[src/rtl/ch_level_search.sv]
`default_nettype none
// ============================================================================
// Module   : ch_level_search
// Purpose  : Per-channel level-crossing search sequencer. For each delay-line
//            code it raises the comparator threshold from 0 in steps until the
//            sampled comparator output differs from its level at threshold 0.
//            It then emits one (threshold, delay) point and advances the
//            delay code until the delay range is exhausted.
// Ports    : clk_i / arst_i              - clock, async active-high reset
//            run_i / abort_i             - start / stop pulses
//            stb_i                       - sampling strobe (clk_i domain)
//            cmp_out_i                   - asynchronous comparator output
//            threshold_delta_i           - threshold step (0 treated as 1)
//            d_code_delta_i              - delay step (0 treated as 1)
//            threshold_o/_wre_o/_rdy_i   - DAC code and SPI write handshake
//            d_code_o                    - delay-line code
//            busy_o / done_o             - sweep status
//            point_rdy_o/_v_o/_t_o/_miss_o - waveform point output
// Revision : 1.0 - initial release
// ============================================================================
module ch_level_search #(
    parameter int DAC_CODE_WIDTH  = 16,
    parameter int D_CODE_WIDTH    = 10,
    parameter int SETTLE_STROBES  = 2,
    parameter int CMP_SYNC_STAGES = 2
) (
    input  logic                      clk_i,
    input  logic                      arst_i,
    input  logic                      run_i,
    input  logic                      abort_i,
    input  logic                      stb_i,
    input  logic                      cmp_out_i,
    input  logic [DAC_CODE_WIDTH-1:0] threshold_delta_i,
    input  logic [D_CODE_WIDTH-1:0]   d_code_delta_i,
    output logic [DAC_CODE_WIDTH-1:0] threshold_o,
    output logic                      threshold_wre_o,
    input  logic                      threshold_rdy_i,
    output logic [D_CODE_WIDTH-1:0]   d_code_o,
    output logic                      busy_o,
    output logic                      done_o,
    output logic                      point_rdy_o,
    output logic [DAC_CODE_WIDTH-1:0] point_v_o,
    output logic [D_CODE_WIDTH-1:0]   point_t_o,
    output logic                      point_miss_o
);

    localparam logic [2:0] c_st_idle     = 3'd0;
    localparam logic [2:0] c_st_set_dac  = 3'd1;
    localparam logic [2:0] c_st_wait_dac = 3'd2;
    localparam logic [2:0] c_st_settle   = 3'd3;
    localparam logic [2:0] c_st_sample   = 3'd4;
    localparam logic [2:0] c_st_step_thr = 3'd5;
    localparam logic [2:0] c_st_emit     = 3'd6;
    localparam logic [2:0] c_st_next_d   = 3'd7;

    localparam logic [3:0]                c_settle   = 4'(SETTLE_STROBES);
    localparam logic [DAC_CODE_WIDTH-1:0] c_thr_one  = {{(DAC_CODE_WIDTH-1){1'b0}}, 1'b1};
    localparam logic [D_CODE_WIDTH-1:0]   c_d_one    = {{(D_CODE_WIDTH-1){1'b0}}, 1'b1};

    logic [2:0]                 r_state;
    logic [CMP_SYNC_STAGES-1:0] r_cmp_sync;
    logic [CMP_SYNC_STAGES-1:0] r_stb_dly;
    logic [DAC_CODE_WIDTH-1:0]  r_threshold;
    logic [D_CODE_WIDTH-1:0]    r_d_code;
    logic [3:0]                 r_settle_cnt;
    logic                       r_wait_first;
    logic                       r_ref;
    logic                       r_ref_valid;
    logic                       r_miss;

    logic                       w_cmp_s;
    logic                       w_stb_d;
    logic [DAC_CODE_WIDTH-1:0]  w_thr_step;
    logic [D_CODE_WIDTH-1:0]    w_d_step;
    logic [DAC_CODE_WIDTH:0]    w_thr_sum;
    logic [D_CODE_WIDTH:0]      w_d_sum;

    // Comparator synchronizer; the strobe goes through a delay line of the
    // same depth so each strobe lines up with the comparator level it caused.
    always_ff @(posedge clk_i or posedge arst_i) begin
        if (arst_i) begin
            r_cmp_sync <= '0;
            r_stb_dly  <= '0;
        end else begin
            r_cmp_sync <= {r_cmp_sync[CMP_SYNC_STAGES-2:0], cmp_out_i};
            r_stb_dly  <= {r_stb_dly[CMP_SYNC_STAGES-2:0], stb_i};
        end
    end

    assign w_cmp_s = r_cmp_sync[CMP_SYNC_STAGES-1];
    assign w_stb_d = r_stb_dly[CMP_SYNC_STAGES-1];

    // Step inputs are live (not latched at run); a zero step would never
    // terminate, so it is forced to one.
    assign w_thr_step = (threshold_delta_i == '0) ? c_thr_one : threshold_delta_i;
    assign w_d_step   = (d_code_delta_i == '0) ? c_d_one : d_code_delta_i;
    assign w_thr_sum  = {1'b0, r_threshold} + {1'b0, w_thr_step};
    assign w_d_sum    = {1'b0, r_d_code} + {1'b0, w_d_step};

    always_ff @(posedge clk_i or posedge arst_i) begin
        if (arst_i) begin
            r_state      <= c_st_idle;
            r_threshold  <= '0;
            r_d_code     <= '0;
            r_settle_cnt <= '0;
            r_wait_first <= 1'b0;
            r_ref        <= 1'b0;
            r_ref_valid  <= 1'b0;
            r_miss       <= 1'b0;
        end else if (abort_i && (r_state != c_st_idle)) begin
            // Abort outranks every other event; codes are left as they are.
            r_state <= c_st_idle;
        end else begin
            case (r_state)
                c_st_idle: begin
                    if (run_i && !abort_i) begin
                        r_threshold <= '0;
                        r_d_code    <= '0;
                        r_ref_valid <= 1'b0;
                        r_state     <= c_st_set_dac;
                    end
                end
                c_st_set_dac: begin
                    r_wait_first <= 1'b1;
                    r_state      <= c_st_wait_dac;
                end
                c_st_wait_dac: begin
                    // The SPI master may not drop rdy until a cycle after the
                    // request, so rdy is not trusted in the first cycle.
                    if (r_wait_first) begin
                        r_wait_first <= 1'b0;
                    end else if (threshold_rdy_i) begin
                        r_settle_cnt <= c_settle;
                        r_state      <= c_st_settle;
                    end
                end
                c_st_settle: begin
                    if (r_settle_cnt == 4'd0) begin
                        r_state <= c_st_sample;
                    end else if (w_stb_d) begin
                        r_settle_cnt <= r_settle_cnt - 4'd1;
                        if (r_settle_cnt == 4'd1) begin
                            r_state <= c_st_sample;
                        end
                    end
                end
                c_st_sample: begin
                    if (w_stb_d) begin
                        if (!r_ref_valid) begin
                            r_ref       <= w_cmp_s;
                            r_ref_valid <= 1'b1;
                            r_state     <= c_st_step_thr;
                        end else if (w_cmp_s != r_ref) begin
                            r_miss  <= 1'b0;
                            r_state <= c_st_emit;
                        end else begin
                            r_state <= c_st_step_thr;
                        end
                    end
                end
                c_st_step_thr: begin
                    if (w_thr_sum[DAC_CODE_WIDTH]) begin
                        r_miss  <= 1'b1;
                        r_state <= c_st_emit;
                    end else begin
                        r_threshold <= w_thr_sum[DAC_CODE_WIDTH-1:0];
                        r_state     <= c_st_set_dac;
                    end
                end
                c_st_emit: begin
                    r_state <= c_st_next_d;
                end
                c_st_next_d: begin
                    if (w_d_sum[D_CODE_WIDTH]) begin
                        r_state <= c_st_idle;
                    end else begin
                        r_d_code    <= w_d_sum[D_CODE_WIDTH-1:0];
                        r_threshold <= '0;
                        r_ref_valid <= 1'b0;
                        r_state     <= c_st_set_dac;
                    end
                end
                default: begin
                    r_state <= c_st_idle;
                end
            endcase
        end
    end

    // Pulse outputs are gated by abort_i so an abort cycle never issues a
    // write, a point or a done.
    assign threshold_o     = r_threshold;
    assign d_code_o        = r_d_code;
    assign busy_o          = (r_state != c_st_idle);
    assign threshold_wre_o = (r_state == c_st_set_dac) && !abort_i;
    assign point_rdy_o     = (r_state == c_st_emit) && !abort_i;
    assign done_o          = (r_state == c_st_next_d) && w_d_sum[D_CODE_WIDTH] && !abort_i;
    assign point_v_o       = point_rdy_o ? (r_miss ? '1 : r_threshold) : '0;
    assign point_t_o       = point_rdy_o ? r_d_code : '0;
    assign point_miss_o    = point_rdy_o && r_miss;

endmodule
`default_nettype wire
[config.mk]
export PLATFORM = sky130hd
export DESIGN_NAME = ch_level_search
export DESIGN_NICKNAME = d
export VERILOG_FILES = /design/src/rtl/ch_level_search.sv
export SDC_FILE = /design/constraint.sdc
export NUM_CORES = 1
export LEC_CHECK = 0
export BUFFER_PORTS_ARGS = -buffer_cell sky130_fd_sc_hd__clkbuf_2
export CORE_ASPECT_RATIO = 0.75
export CORE_MARGIN = 1
export CORE_UTILIZATION = 56
export CTS_BUF_LIST = sky130_fd_sc_hd__clkbuf_8
export DETAILED_ROUTE_END_ITERATION = 12
export PLACE_DENSITY = 0.84
export SLEW_MARGIN = 15
export SYNTH_ARGS = -nofsm -noshare
export SYNTH_HDL_FRONTEND = slang
export SYNTH_SLANG_ARGS = --single-unit
[constraint.sdc]
create_clock -name clk_i -period 3.6 [get_ports clk_i]
set_input_delay 0.72 -clock clk_i [delete_from_list [all_inputs] [get_ports clk_i]]
set_output_delay 0.72 -clock clk_i [all_outputs]
set_load 0.03 [all_outputs]
======== Word level (Yosys, flattened, before mapping) ========
Index checks and enable logic that the tools add are counted.
word-level totals
  bits in registers ....................... 41
  ROM bits ................................ 0
  RAM bits ................................ 0
  memories ................................ 0
  output and inout bits ................... 57
  bits in latches ......................... 0
cells by class
  $mul .................................... 0
  $add $sub $neg .......................... 3
  shift-type cells ........................ 0
  magnitude comparators ................... 0
  equality and inequality tests ........... 26
  multiplexer cells ....................... 40
  reduce and logical (&&, ||, !) cells .... 27
  div/mod/pow operators ................... 0
  bitwise logic cells ..................... 2
operators by type and width
  cell                                                 number
  2-to-1 mux 16 bit                                    6
  case mux 16 bit (3 select lines)                     1
  2-to-1 mux 10 bit                                    4
  2-to-1 mux 3 bit                                     9
  case mux 3 bit (8 select lines)                      1
  != test 2 bit, second input constant                 11
  case mux 10 bit (2 select lines)                     1
  AND reduction 6 bit                                  3
  adder 16 x 16 -> 17 bit                              1
  logical NOT 16 bit                                   1
  2-to-1 mux 4 bit                                     4
  equality test 3 bit, second input constant           4
  != test 3 bit, second input constant                 4
  adder 10 x 10 -> 11 bit                              1
  logical NOT 10 bit                                   1
  AND reduction 5 bit                                  2
  nonzero test 3 bit                                   3
  2-to-1 mux 1 bit                                     8
  != test 4 bit, second input constant                 2
  case mux 4 bit (2 select lines)                      1
  AND reduction 4 bit                                  2
  nonzero test 2 bit                                   4
  logical AND 1 bit                                    7
  equality test 3 x 2 -> 1 bit, second input constant  2
  12 further kinds                                     15

======== Depth between registers and ports, before layout ========
  depth in word-level cells ............... 6
  mapped depth ............................ 14

======== Worst setup path before layout ========
OpenSTA, ideal clock, no wires.
  path kind ............................... input -> output
  from .................................... input d_code_delta_i[6]
  to ...................................... output done_o
  data required time ...................... 2.880 ns
  slack ................................... -0.227 ns
  arrival time ............................ 3.107 ns
  cell stages on the path ................. 10
  path through ............................ nor4_1 a31o_2 ha_1 inv_1 fa_1 nor2b_1 o2111ai_1 a21oi_1 a311oi_1 nor3_1
between the ends
  longest elaborated chain between the ends .. 5
ends and longest elaborated chain
  item                                RTL line  text
  from (decl)                         34        input logic [D_CODE_WIDTH-1:0] d_code_delta_i,
  logical NOT 10 bit                  96        assign w_d_step = (d_code_delta_i == '0) ? c_d_one : d_code_delta_i;
  2-to-1 mux 10 bit (*)               96
  adder 10 x 10 -> 11 bit (*)         98        assign w_d_sum = {1'b0, r_d_code} + {1'b0, w_d_step};
  logical AND 1 bit (*) (2 in a row)  197       assign done_o = (r_state == c_st_next_d) && w_d_sum[D_CODE_WIDTH] && !abort_i;
  to (decl)                           40        output logic done_o,
Every way passes the cells marked *; elsewhere a longest branch is shown, timed or not.

======== Worst setup path after layout ========
Ends and elaborated chain as after synthesis.

==> impl_metrics.json <==
{
  "yosys-top-cells-area": "sky130_fd_sc_hd__dfrtp_1 (29%), sky130_fd_sc_hd__ha_1 (10%), sky130_fd_sc_hd__o21a_1 (5.3%)",
  "floorplan.io_pins": 90,
  "core_area_sq_um": 5980,
  "synth_top_family_by_area": "compound AO/OA/AOI/OAI gates",
  "pwr_density_nw_per_um2": 359,
  "fin_worst_skew_ns": 0.00917,
  "worstPathRequired_ns": 2.88,
  "cp-start-kind": "input pin",
  "yosys_warnings": 0,
  "post_route_cells_drive_above_1_share_pct": 31.9,
  "netsw_uw": 627,
  "failed_checks": "negative setup slack",
  "fin_crit_ns": 3.65,
  "synthXorXnorAreaFrac_pct": 3.95,
  "maxCapViolations": 0,
  "synthSimpleGateAreaFrac_pct": 17.4,
  "intPower_uw": 981,
  "p_clk_share_pct": 24.1,
  "fin_area_sq_um": 4480,
  "async_reset_ff_share_pct": 100,
  "sequential_share_of_the_synthesized_area_pct": 28.9,
  "worst_hold_path_type": "reg -> reg",
  "nNetsFinal": 571,
  "setup_viol": 2,
  "finalHoldWorstSlack_ns": 0.357,
  "max_slew.worst_pin.slew_ns": 0.745,
  "port_buffers": 89,
  "number_of_rows_created_at_floorplan": 24,
  "power.sequential.fraction_pct": 37.5,
  "worst_ep_arrival_time_ns": 2.93,
  "dp_hpwl_um": 7180,
  "fillers": 443,
  "drv_slew": 0,
  "die_y_um": 71.0,
  "path_clk_slew_ns": 0.08,
  "dominantRegCellSynth": "sky130_fd_sc_hd__dfrtp_1",
  "clk-insertion-delay-late_ns": 0.30,
  "pre_cts_ws_ns": -0.162,
  "synthAdderAreaFrac_pct": 11.4,
  "crit_start": "d_code_delta_i[6]",
  "final.period_utilization_pct": 101,
  "grt_remaining_overflow": 0,
  "tritoncts": "yes",
  "area_share_of_the_largest_cell_type_after_synthesis_pct": 28.9,
  "comb_power_share_pct": 38.4,
  "rr_worst_depth": 21,
  "first_iter_violations": 303,
  "synthesis.instances": 418,
  "global_route.usage.total_pct": 31.1,
  "mappedNetlistArea_sq_um": 3550,
  "antenna_found_initial": 0,
  "worst-path-max-fanout": 2,
  "synth_enable_flop_cells": 0,
  "design.die.area_sq_um": 6660,
  "start_util_pct": 59.4,
  "peakVddDrop_mv": 0.278,
  "worstReg2RegStart": "d_code_o[0]$_DFFE_PP0P_",
  "mostFrequentLayoutCells": "sky130_fd_sc_hd__clkbuf_2 (79), sky130_fd_sc_hd__dfrtp_1 (41), sky130_fd_sc_hd__buf_4 (34)",
  "p_leak_uw": 0.00223,
  "ant_nets": 0,
  "worst-setup-path-type": "in -> out",
  "synthDominantAreaCellType": "sky130_fd_sc_hd__dfrtp_1",
  "r2r_end": "d_code_o[4]$_DFFE_PP0P_",
  "ctsHoldBuffers": 0,
  "postSynthNetCount": 482,
  "place_area_sq_um": 4110,
  "wl_um": 10800,
  "first_pass_grt_wire_length_um": 16100,
  "vias": 3697,
  "hold_fails_final_rpt": 0,
  "final_common_cell": "sky130_fd_sc_hd__clkbuf_2",
  "numCtsBuffers": 5,
  "timing.critical_path.to": "done_o",
  "synth.mux.area_fraction_pct": 3.70,
  "timing.max_slew.rel_slack_pct": 50.2,
  "wire_per_inst_um": 18.4,
  "synth_cell_type_count": 55,
  "rsz0062_at_grt": "true",
  "run_status": "complete, but fails checks",
  "post_layout_nonfiller_instances": 586,
  "layout.core_utilization_pct": 74.9,
  "fmax_mhz": 274,
  "synth-compound-area-share_pct": 27.7,
  "timing.final.ws_setup_ns": -0.0531,
  "tritoncts_num_sinks": 41,
  "cts_htree_levels": 2,
  "gp_congestion": 0.937,
  "chipWidth_um": 93.9,
  "antennaDiodeCount": 0,
  "area.growth.synth_to_final_pct": 26.1,
  "timing.reg2reg.setup_slack_ns": 0.26,
  "critPathCaptureType": "primary output",
  "via_count_of_the_first_global_routing_pass": 3350,
  "detail_route.drc_violations": 0,
  "ctsRootBufferMaster": "sky130_fd_sc_hd__clkbuf_8",
  "vias_per_cell": 6.31,
  "power_switching_share_pct": 39.0,
  "drtPass1Iterations": 5,
  "number_of_placed_cells_counting_well_taps": 565,
  "synth_area_per_cell_sq_um": 8.49,
  "yosys_register_bits": 41,
  "largest_net_degree_at_the_start_of_global_routing": 42,
  "cts_max_path_buffers": 2
}
-- flip-flops by register name, indices dropped and copies added (netlist names) --
name	cells
d_code_o	10
r_cmp_sync	2
r_miss	1
r_ref	1
r_ref_valid	1
r_settle_cnt	4
r_state	3
r_stb_dly	2
r_wait_first	1
threshold_o	16
-- cell type report --
cell class              count  area, sq um  area share, %
clock buffers               6         82.6           1.85
clock inverters             2         33.8          0.755
inverters                  19         71.3           1.59
multi-input cells         316         2360           52.8
flip-flops and latches     41         1030           22.9
well taps                  78         97.6           2.18
repair buffers            124          801           17.9
-- what timing repair did --
action	4_1_cts	5_1_grt
buffers inserted	14	1
resized for setup	12	23
pin swaps	8	11
endpoints found under the setup margin	1	2
-- critical path, stage by stage --
cell	delay [ns]
sky130_fd_sc_hd__buf_8	0.10
sky130_fd_sc_hd__nor4_4	0.31
sky130_fd_sc_hd__a31o_4	0.20
sky130_fd_sc_hd__ha_4	0.13
sky130_fd_sc_hd__inv_2	0.04
sky130_fd_sc_hd__fa_2	0.38
sky130_fd_sc_hd__nor2b_4	0.15
sky130_fd_sc_hd__o2111ai_2	0.13
sky130_fd_sc_hd__a21oi_2	0.21
sky130_fd_sc_hd__a311oi_2	0.18
sky130_fd_sc_hd__nor3_2	0.17
sky130_fd_sc_hd__clkbuf_8	0.19
-- kinds of logic after synthesis --
group | count (synthesis)
AND/OR/NAND/NOR | 122
multiplexers | 12
adder cells (fa/ha/maj) | 31
AO/OA/AOI/OAI | 135
buffers and inverters | 61
XOR/XNOR | 16
flip-flops | 41
-- cells in the mapped netlist, types with 2 or more instances --
master and number:
sky130_fd_sc_hd__buf_1 2, sky130_fd_sc_hd__fa_1 2, sky130_fd_sc_hd__and2_1 15, sky130_fd_sc_hd__xor2_1 9
sky130_fd_sc_hd__dfrtp_1 41, sky130_fd_sc_hd__nand3_1 11, sky130_fd_sc_hd__nor2_1 27, sky130_fd_sc_hd__clkbuf_1 36
sky130_fd_sc_hd__a211oi_1 5, sky130_fd_sc_hd__nor2b_1 7, sky130_fd_sc_hd__buf_6 2, sky130_fd_sc_hd__mux2_2 9
sky130_fd_sc_hd__o211ai_1 12, sky130_fd_sc_hd__a31oi_1 5, sky130_fd_sc_hd__a31o_2 2, sky130_fd_sc_hd__o21a_1 25
sky130_fd_sc_hd__o31a_1 2, sky130_fd_sc_hd__a21o_1 7, sky130_fd_sc_hd__and3_1 6, sky130_fd_sc_hd__inv_1 18
sky130_fd_sc_hd__a32o_1 2, sky130_fd_sc_hd__a41o_1 2, sky130_fd_sc_hd__o31ai_1 6, sky130_fd_sc_hd__nor4_1 7
sky130_fd_sc_hd__nor3_1 16, sky130_fd_sc_hd__o41ai_2 3, sky130_fd_sc_hd__xnor2_1 7, sky130_fd_sc_hd__ha_1 29
sky130_fd_sc_hd__a21oi_1 25, sky130_fd_sc_hd__o21ai_0 17, sky130_fd_sc_hd__nand4_1 2, sky130_fd_sc_hd__o2111ai_1 2
sky130_fd_sc_hd__or3_1 2, sky130_fd_sc_hd__a22o_1 8, sky130_fd_sc_hd__nand2_1 22, sky130_fd_sc_hd__buf_2 2
sky130_fd_sc_hd__a22oi_1 2, sky130_fd_sc_hd__mux2i_1 3, sky130_fd_sc_hd__nand2b_1 2
-- power groups by stage --
| stage | Combinational [uW] | Sequential, uW | Clock, uW |
|---|---|---|---|
| final | 618 | 603 | 388 |
| after detailed placement | 574 | 606 | 0 |
| after CTS | 586 | 597 | 391 |
| after floorplan | 458 | 576 | 0 |
| after global placement | 559 | 602 | 0 |
| after global routing | 671 | 612 | 410 |
-- routing by layer --
layer  vias to the layer above  wire length, um  track usage [%]
met3                        18              896             5.91
met1                      1768             4660             42.4
met4                         0              171             8.72
li1                       1695                -                -
met2                       216             5050             50.5
met5                         -                0                0
-- metrics by stage --
step / setup TNS [ns] / total power [uW]
final: -0.0723 / 1610
after global routing: -0.188 / 1690
after CTS: -0.168 / 1570
after detailed placement: -0.752 / 1180
after global placement: -0.0407 / 1160
after floorplan: 0 / 1030
-- how the worst min path moves through the flow --
stage                                 start                       to  slack (ns)  depth (start not counted)
finish               r_stb_dly[0]$_DFF_PP0_   r_stb_dly[1]$_DFF_PP0_        0.36                          0
global route         r_stb_dly[0]$_DFF_PP0_   r_stb_dly[1]$_DFF_PP0_        0.36                          0
CTS                  r_stb_dly[0]$_DFF_PP0_   r_stb_dly[1]$_DFF_PP0_        0.36                          0
detailed placement   r_stb_dly[0]$_DFF_PP0_   r_stb_dly[1]$_DFF_PP0_        0.34                          0
global placement     r_stb_dly[0]$_DFF_PP0_   r_stb_dly[1]$_DFF_PP0_        0.34                          0
floorplan           r_cmp_sync[0]$_DFF_PP0_  r_cmp_sync[1]$_DFF_PP0_        0.33                          0
(Power assumes the default switching activity.)
